==> src/rtl/alarm_pkg.sv <==
// Shared definitions for the alarm clock controller: state encodings,
// BCD wrap limits and the alarm time loaded at reset.
package alarm_pkg;

  typedef enum logic [2:0] {
    ST_RUN     = 3'd0,
    ST_SET_HR  = 3'd1,
    ST_SET_MIN = 3'd2,
    ST_AL_HR   = 3'd3,
    ST_AL_MIN  = 3'd4,
    ST_RINGING = 3'd5,
    ST_SNOOZE  = 3'd6
  } state_t;

  localparam logic [7:0] HOUR_LIMIT  = 8'h23;
  localparam logic [7:0] MIN_LIMIT   = 8'h59;
  localparam logic [7:0] RST_AL_HOUR = 8'h06;
  localparam logic [7:0] RST_AL_MIN  = 8'h00;

endpackage

==> src/rtl/bcd_wrap_inc.sv <==
// Two-digit BCD incrementer: returns 0x00 when the input equals the wrap
// limit, otherwise adds one with low-digit carry into the high digit.
module bcd_wrap_inc (
  input  logic [7:0] i_bcd,
  input  logic [7:0] i_limit,
  output logic [7:0] o_bcd
);

  always_comb begin
    o_bcd = i_bcd;
    if (i_bcd == i_limit) begin
      o_bcd = '0;
    end else if (i_bcd[3:0] == 4'd9) begin
      o_bcd = {i_bcd[7:4] + 4'd1, 4'd0};
    end else begin
      o_bcd = {i_bcd[7:4], i_bcd[3:0] + 4'd1};
    end
  end

endmodule

==> src/rtl/alarm_ctrl.sv <==
// Alarm clock controller: time/alarm setting modes, alarm match detection,
// ringing with auto-timeout and snooze, and counter advance enables.
module alarm_ctrl
  import alarm_pkg::*;
#(
  parameter int unsigned SNOOZE_MIN = 5,
  parameter int unsigned RING_MIN   = 1
) (
  input  logic       clkin,
  input  logic       reset,
  input  logic       tick_min,
  input  logic       btn_mode,
  input  logic       btn_inc,
  input  logic       btn_arm,
  input  logic       btn_snooze,
  input  logic       btn_off,
  input  logic [7:0] cur_hour,
  input  logic [7:0] cur_min,
  output logic       min_inc,
  output logic       hour_inc,
  output logic [7:0] alarm_hour,
  output logic [7:0] alarm_min,
  output logic       alarm_en,
  output logic       ring,
  output logic [2:0] mode
);

  localparam logic [3:0] SNZ_LOAD  = 4'(SNOOZE_MIN);
  localparam logic [3:0] RING_LOAD = 4'(RING_MIN);

  state_t     r_state, w_state_nxt;
  logic [3:0] r_ring_cnt, w_ring_cnt_nxt;
  logic [3:0] r_snz_cnt, w_snz_cnt_nxt;
  logic       r_alarm_en, w_alarm_en_nxt;
  logic [7:0] r_al_hour, w_al_hour_nxt;
  logic [7:0] r_al_min, w_al_min_nxt;
  logic       r_min_inc, w_min_inc_nxt;
  logic       r_hour_inc, w_hour_inc_nxt;
  logic       r_match_q;
  logic       w_match, w_match_rise;
  logic [7:0] w_hour_plus, w_min_plus;

  bcd_wrap_inc u_hour_inc (
    .i_bcd   (r_al_hour),
    .i_limit (HOUR_LIMIT),
    .o_bcd   (w_hour_plus)
  );

  bcd_wrap_inc u_min_inc (
    .i_bcd   (r_al_min),
    .i_limit (MIN_LIMIT),
    .o_bcd   (w_min_plus)
  );

  assign w_match      = r_alarm_en && (cur_hour == r_al_hour) && (cur_min == r_al_min);
  assign w_match_rise = w_match && !r_match_q;

  always_comb begin
    w_state_nxt    = r_state;
    w_ring_cnt_nxt = r_ring_cnt;
    w_snz_cnt_nxt  = r_snz_cnt;
    w_alarm_en_nxt = r_alarm_en;
    w_al_hour_nxt  = r_al_hour;
    w_al_min_nxt   = r_al_min;
    w_min_inc_nxt  = 1'b0;
    w_hour_inc_nxt = 1'b0;
    unique case (r_state)
      ST_RUN: begin
        w_min_inc_nxt = tick_min;
        // A rising match swallows any mode/arm press in the same cycle
        if (w_match_rise) begin
          w_state_nxt    = ST_RINGING;
          w_ring_cnt_nxt = RING_LOAD;
        end else begin
          if (btn_mode) w_state_nxt = ST_SET_HR;
          if (btn_arm)  w_alarm_en_nxt = !r_alarm_en;
        end
      end
      ST_SET_HR: begin
        w_hour_inc_nxt = btn_inc;
        if (btn_mode) w_state_nxt = ST_SET_MIN;
      end
      ST_SET_MIN: begin
        w_min_inc_nxt = btn_inc;
        if (btn_mode) w_state_nxt = ST_AL_HR;
      end
      ST_AL_HR: begin
        w_min_inc_nxt = tick_min;
        if (btn_inc)  w_al_hour_nxt = w_hour_plus;
        if (btn_mode) w_state_nxt = ST_AL_MIN;
      end
      ST_AL_MIN: begin
        w_min_inc_nxt = tick_min;
        if (btn_inc)  w_al_min_nxt = w_min_plus;
        if (btn_mode) w_state_nxt = ST_RUN;
      end
      ST_RINGING: begin
        w_min_inc_nxt = tick_min;
        if (btn_off) begin
          w_state_nxt    = ST_RUN;
          w_ring_cnt_nxt = '0;
        end else if (btn_snooze) begin
          w_state_nxt    = ST_SNOOZE;
          w_snz_cnt_nxt  = SNZ_LOAD;
          w_ring_cnt_nxt = '0;
        end else if (tick_min) begin
          if (r_ring_cnt <= 4'd1) begin
            w_state_nxt    = ST_RUN;
            w_ring_cnt_nxt = '0;
          end else begin
            w_ring_cnt_nxt = r_ring_cnt - 4'd1;
          end
        end
      end
      ST_SNOOZE: begin
        w_min_inc_nxt = tick_min;
        if (btn_off) begin
          w_state_nxt   = ST_RUN;
          w_snz_cnt_nxt = '0;
        end else if (tick_min) begin
          if (r_snz_cnt <= 4'd1) begin
            w_state_nxt    = ST_RINGING;
            w_ring_cnt_nxt = RING_LOAD;
            w_snz_cnt_nxt  = '0;
          end else begin
            w_snz_cnt_nxt = r_snz_cnt - 4'd1;
          end
        end
      end
      default: w_state_nxt = ST_RUN;
    endcase
  end

  always_ff @(posedge clkin) begin
    if (reset) begin
      r_state    <= ST_RUN;
      r_ring_cnt <= '0;
      r_snz_cnt  <= '0;
      r_alarm_en <= 1'b0;
      r_al_hour  <= RST_AL_HOUR;
      r_al_min   <= RST_AL_MIN;
      r_min_inc  <= 1'b0;
      r_hour_inc <= 1'b0;
      r_match_q  <= 1'b0;
    end else begin
      r_state    <= w_state_nxt;
      r_ring_cnt <= w_ring_cnt_nxt;
      r_snz_cnt  <= w_snz_cnt_nxt;
      r_alarm_en <= w_alarm_en_nxt;
      r_al_hour  <= w_al_hour_nxt;
      r_al_min   <= w_al_min_nxt;
      r_min_inc  <= w_min_inc_nxt;
      r_hour_inc <= w_hour_inc_nxt;
      r_match_q  <= w_match;
    end
  end

  assign min_inc    = r_min_inc;
  assign hour_inc   = r_hour_inc;
  assign alarm_hour = r_al_hour;
  assign alarm_min  = r_al_min;
  assign alarm_en   = r_alarm_en;
  assign ring       = (r_state == ST_RINGING);
  assign mode       = r_state;

endmodule

==> config.mk <==
export PLATFORM = sky130hd
export DESIGN_NAME = alarm_ctrl
export DESIGN_NICKNAME = d
export VERILOG_FILES = /design/src/rtl/alarm_pkg.sv /design/src/rtl/bcd_wrap_inc.sv /design/src/rtl/alarm_ctrl.sv
export SDC_FILE = /design/constraint.sdc
export NUM_CORES = 1
export LEC_CHECK = 0
export ABC_AREA = 1
export CORE_AREA = 3 3 94 96
export DETAILED_ROUTE_END_ITERATION = 8
export DIE_AREA = 0 0 97 99
export GPL_TIMING_DRIVEN = 0
export PLACE_DENSITY = 0.54
export SYNTH_ARGS = -nofsm -noshare
export SYNTH_HDL_FRONTEND = slang
export SYNTH_HIERARCHICAL = 1
export SYNTH_SLANG_ARGS = --single-unit
==> constraint.sdc <==
create_clock -name clkin -period 1.7 [get_ports clkin]
set_input_delay 0.255 -clock clkin [delete_from_list [all_inputs] [get_ports clkin]]
set_output_delay 0.255 -clock clkin [all_outputs]
set_load 0.02 [all_outputs]
; ---- Word-level counts from Yosys, hierarchy flattened
; Cells that the tools add are included.
; W data, S select, Z words.
[word_totals]
reg_bits = 31
in_bits = 24
out_inout_bits = 23
word_cells = 102
[classes]
addsub = 6
order_cmp = 2
eq_ne = 27
mux = 34
bitwise = 2
n_reduce_logical = 20
[op_table]
columns = op, count
row1 = $mux W4, 13
row2 = $mux W3, 13
row3 = $mux W8, 4
row4 = $pmux W3 S7, 1
row5 = $ne A2 B2 Y1 const B, 10
row6 = $add A4 B1 Y4 const B, 4
row7 = $eq A8 B8 Y1, 2
row8 = $pmux W4 S3, 1
row9 = $eq A3 B3 Y1 const B, 3
row10 = $ne A3 B3 Y1 const B, 3
row11 = $reduce_and A3 Y1, 3
row12 = $reduce_and A9 Y1, 1
row13 = $eq A4 B4 Y1 const B, 2
row14 = $eq A8 B6 Y1 const B, 1
row15 = $eq A8 B7 Y1 const B, 1
row16 = $le A4 B1 Y1 const B, 2
row17 = $pmux W4 S2, 1
row18 = $sub A4 B1 Y4 const B, 2
row19 = $eq A3 B2 Y1 const B, 2
row20 = $reduce_and A6 Y1, 1
row21 = $reduce_bool A2 Y1, 3
row22 = $reduce_or A5 Y1, 1
row23 = $ne A4 B3 Y1 const B, 1
row24 = $ne A4 B4 Y1 const B, 1
row25 = other kinds (10), 15

; ---- Longest topological paths before layout
[logic_depth]
ltp_word = 6
mapped_depth = 13
ltp_nobuf = 13

; ---- Cells and area by module
; Netlist, hierarchy kept.
[by_module_without_submodules]
columns = module, n_inst, cells_per_inst, area_each_um2, seq_area_each_um2
row1 = alarm_ctrl, 1, 313, 2083.2, 620.6
row2 = bcd_wrap_inc, 2, 83, 360.3, 0.0

; ---- Worst setup path before layout
; OpenSTA, ideal clock, no wires.
[synth_path]
path_type = flip-flop to flip-flop
start = reg r_snz_cnt[0]
end = reg r_state[1] (netlist: mode[1])
setup_time_ns = 0.115
arrival_time_ns = 1.476
required_ns = 1.585
setup_slack_ns = 0.109
stages_incl_launch_ff = 9
n_path_buf = 0
synth_period_minus_slack_ns = 1.591
cell_sequence = dfxtp_1 inv_1 ha_1 o21ai_0 nand2_1 nand2_1 nor2_2 a21oi_1 nor2_1
[synth_between]
elab_chain_cells = 3
[synth_lines]
columns = item, line
row1 = start: declaration, alarm_ctrl.sv:33  ; logic [3:0] r_snz_cnt, w_snz_cnt_nxt;
row2 = start signal: assignment, alarm_ctrl.sv:148  ; r_snz_cnt <= w_snz_cnt_nxt;
row3 = $le A4 B1 Y1, alarm_ctrl.sv:121  ; if (r_snz_cnt <= 4'd1) begin
row4 = $ne A3 B3 Y1 (no source line), --
row5 = $reduce_and A9 Y1 (no source line), --
row6 = end signal: assignment, alarm_ctrl.sv:146  ; r_state <= w_state_nxt;
row7 = end: declaration, alarm_ctrl.sv:31  ; state_t r_state, w_state_nxt;
; No other way between the ends.
; A chain may end at the register's enable or synchronous reset.

; ---- Final worst setup path
[layout_path]
start = reg r_al_min[4] (netlist: alarm_min[4])
end = out alarm_min[4]
[layout_rtl]
columns = item, line
row1 = start: declaration, alarm_ctrl.sv:36  ; logic [7:0] r_al_min, w_al_min_nxt;
row2 = start signal: assignment, alarm_ctrl.sv:151  ; r_al_min <= w_al_min_nxt;
row3 = end: declaration, alarm_ctrl.sv:22  ; output logic [7:0] alarm_min,
; No word-level cell between the ends.

==> results.py <==
metrics = {
    "outcome": {
        "outcome": "complete, no violations",
    },
    "placed_design": {
        "port_buffers": 45,
        "dpl.hpwl_um": 5920,
        "dp_cells": 659,
        "gp_congestion": 0.864,
        "placed_cell_area_sq_um": 3500,
        "dp_slack_ns": -0.279,
    },
    "worst_setup_path": {
        "crit_path_end": "alarm_min[4]",
        "worstPathCellList": "clkdlybuf4s50_1",
        "crit_buf_inv": 1,
        "worstPathMaxFanout": 8,
        "timing.rr.end": "r_ring_cnt[1]$_SDFFE_PP0P_",
        "crit_family": "buffers and inverters",
        "worstPathArrival_ns": 1.40,
        "r2r_setup_slack_ns": 0.08,
        "worstSetupPathDepth": 1,
        "criticalPathCategory": "flip-flop to primary output",
        "required_ns": 1.44,
        "start_kind": "flip-flop",
        "critical_path.slowest_cell": "clkdlybuf4s50_1",
        "rr_startpoint": "r_ring_cnt[0]$_SDFFE_PP0P_",
        "r2r.worst_path.cells": 8,
        "cp_slowest_stage_delay_ns": 0.65,
        "end_kind": "primary output",
        "crit_start": "alarm_min[4]$_SDFFE_PP0P_",
    },
    "power_and_ir_drop": {
        "peakVddDrop_mv": 0.350,
        "pwr_density_cell_nw_per_um2": 574,
        "p_leak_nw": 1.85,
    },
    "cts": {
        "cts_inserted_buffers": 5,
        "clkTransAtPathRegs_ns": 0.07,
        "htree_levels": 2,
        "clkSinkCount": 31,
        "clk_path_buf_depth": 2,
        "cts-root-buf": "clkbuf_8",
        "tritoncts": "yes",
        "clk_latency_ns": 0.29,
    },
    "timing": {
        "tightest_slew_ns": 0.521,
        "hold_viol_final": 0,
        "min_period_ns": 1.65,
        "maxSlewHeadroom_pct": 65.3,
        "skew_ns": 0.00997,
        "finalSetupTns_ns": 0,
        "setup_viol": 0,
        "setup_ws_ns": 0.0475,
        "fin_crit_sh_pct": 97.2,
        "fmax_mhz": 605,
        "slew_violations": 0,
    },
    "finish": {
        "final_cell_mix": "nand2_1 (119), inv_1 (86), nor2_1 (56)",
        "fill_cells": 856,
        "multiInputGateArea_sq_um": 1990,
        "insertedDiodeCount": 0,
        "area_delta_synth_final_pct": 35.0,
        "drive_gt1_share_pct": 14.4,
        "seqCellArea_sq_um": 663,
        "post-route-util_pct": 46.5,
        "final_nets": 597,
        "design_area_sq_um": 3790,
        "stdcell_count": 673,
        "mostFrequentLayoutCell": "nand2_1",
    },
    "global_routing": {
        "grtUsageMet2_pct": 24.8,
        "top_usage_layer": "met2",
        "grt_max_degree": 11,
        "antenna_found_initial": 0,
        "first_global_vias": 2650,
        "grt_usage_pct": 15.2,
        "met3_usage_pct": 2.62,
        "grt_pass1_wl_um": 12400,
        "gr-total-overflow": 0,
        "grtUsageMet1_pct": 21.0,
    },
    "routing": {
        "drc": 0,
        "drt_wl_total_um": 7520,
        "route.vias.total": 3067,
        "first_pass_iters": 4,
        "drt_iter0_markers": 109,
        "viasPerCell": 4.56,
        "wire_per_inst_um": 11.2,
        "ant_nets": 0,
    },
    "synthesis": {
        "synthCells": 479,
        "synth_edf_count": 0,
        "ys_seq_area_share_pct": 22.1,
        "syn_area_per_cell_sq_um": 5.85,
        "synth_ff_type": "dfxtp_1",
        "yosys_warnings": 6,
        "ys_async_sr_fraction_pct": 0,
        "synth.cell_area_sq_um": 2800,
        "synth.ff_latch_count": 31,
        "synthDistinctLibCells": 40,
    },
    "floorplanning": {
        "core.rowCount": 33,
        "top_level_ports": 47,
        "die_area_sq_um": 9600,
        "initial_utilization_pct": 34.5,
        "fp.dieW_um": 97,
        "coreArea_sq_um": 8130,
        "die_height_um": 99,
    },
    "job": {
        "max_cap_violations": 0,
    },
    "worst_hold_path": {
        "hold_path_class": "input port to flip-flop",
    },
}
==> through the flow <==
stage                     total power [W]  hold WS [ns]
after floorplan                   0.00129         0.417
after CTS                         0.00217         0.396
after global routing              0.00232         0.429
after detailed placement          0.00151         0.484
after global placement            0.00151         0.476
final                             0.00217         0.395
==> how the worst min path moves through the flow <==
| stage | startpoint | cells after the start | slack, ns | end |
|---|---|---|---|---|
| after floorplan | btn_inc | 2 | 0.42 | hour_inc$_SDFF_PP0_ |
| after global placement | r_ring_cnt[3]$_SDFFE_PP0P_ | 2 | 0.48 | r_ring_cnt[3]$_SDFFE_PP0P_ |
| after detailed placement | r_ring_cnt[3]$_SDFFE_PP0P_ | 2 | 0.48 | r_ring_cnt[3]$_SDFFE_PP0P_ |
| after global routing | reset | 2 | 0.43 | r_ring_cnt[1]$_SDFFE_PP0P_ |
| final | reset | 2 | 0.40 | r_match_q$_SDFF_PP0_ |
| after CTS | reset | 2 | 0.40 | r_ring_cnt[1]$_SDFFE_PP0P_ |
==> report_power, final <==
| group | switching [W] | total [W] | internal [W] |
|---|---|---|---|
| Clock | 0.000285 | 0.000655 | 0.000370 |
| Combinational | 0.000407 | 0.000695 | 0.000288 |
| Sequential | 0.0000579 | 0.000822 | 0.000764 |
==> cell families (layout without fill, tap and decap cells) <==
group,Yosys count,in the layout,share of synthesized area [%]
other cells,2,32,0.268
buf+inv,99,158,13.8
fa+ha+maj,6,6,2.68
compound gates,73,73,15.4
xor+xnor,12,12,4.02
simple gates,256,256,41.8
flops,31,31,22.1
==> cell usage after synthesis (all sizes together), types with 2 or more instances <==
cell,n,area share (%)
o21ai,31,5.7
nand4,18,4.5
xor2,6,1.9
nand3b,2,0.54
o31ai,3,1.3
a211oi,2,0.54
ha,6,2.7
conb,2,0.27
dfxtp,31,22
buf,3,0.76
nor3,6,1.1
a21oi,29,5.2
nor2,69,12
inv,93,13
o211ai,3,0.80
nand2,134,19
nand3,23,4.1
or2,2,0.45
clkbuf,3,0.40
xnor2,6,2.1
==> registers in the layout, summed over array words and instances (netlist names) <==
name,cells
alarm_en,1
alarm_hour,8
alarm_min,8
hour_inc,1
min_inc,1
mode,3
r_match_q,1
r_ring_cnt,4
r_snz_cnt,4
==> final cells by class <==
type	instances	share of cell area, %
Sequential cell	31	17.5
Multi-Input combinational cell	379	52.5
Tap cell	105	3.47
Buffer	6	0.859
Timing Repair Buffer	51	13.6
Clock buffer	8	2.64
Inverter	93	9.35
==> timing repair <==
| action | in CTS | in global routing |
|---|---|---|
| hold buffers | 0 | 0 |
| hold endpoints to repair | 0 | 0 |
| endpoints found under the setup margin | 18 | 25 |
| pin swaps | 1 | 13 |
| gates resized for setup | 14 | 47 |
| setup buffers | 0 | 6 |
==> layer usage <==
metal / up-vias / part of all wire (%)
li1: 1657 / -
met2: 62 / 46
met4: 0 / 0.79
met3: 5 / 5.0
met5: - / 0
met1: 1343 / 48
Power figures use the tool's default switching activity.
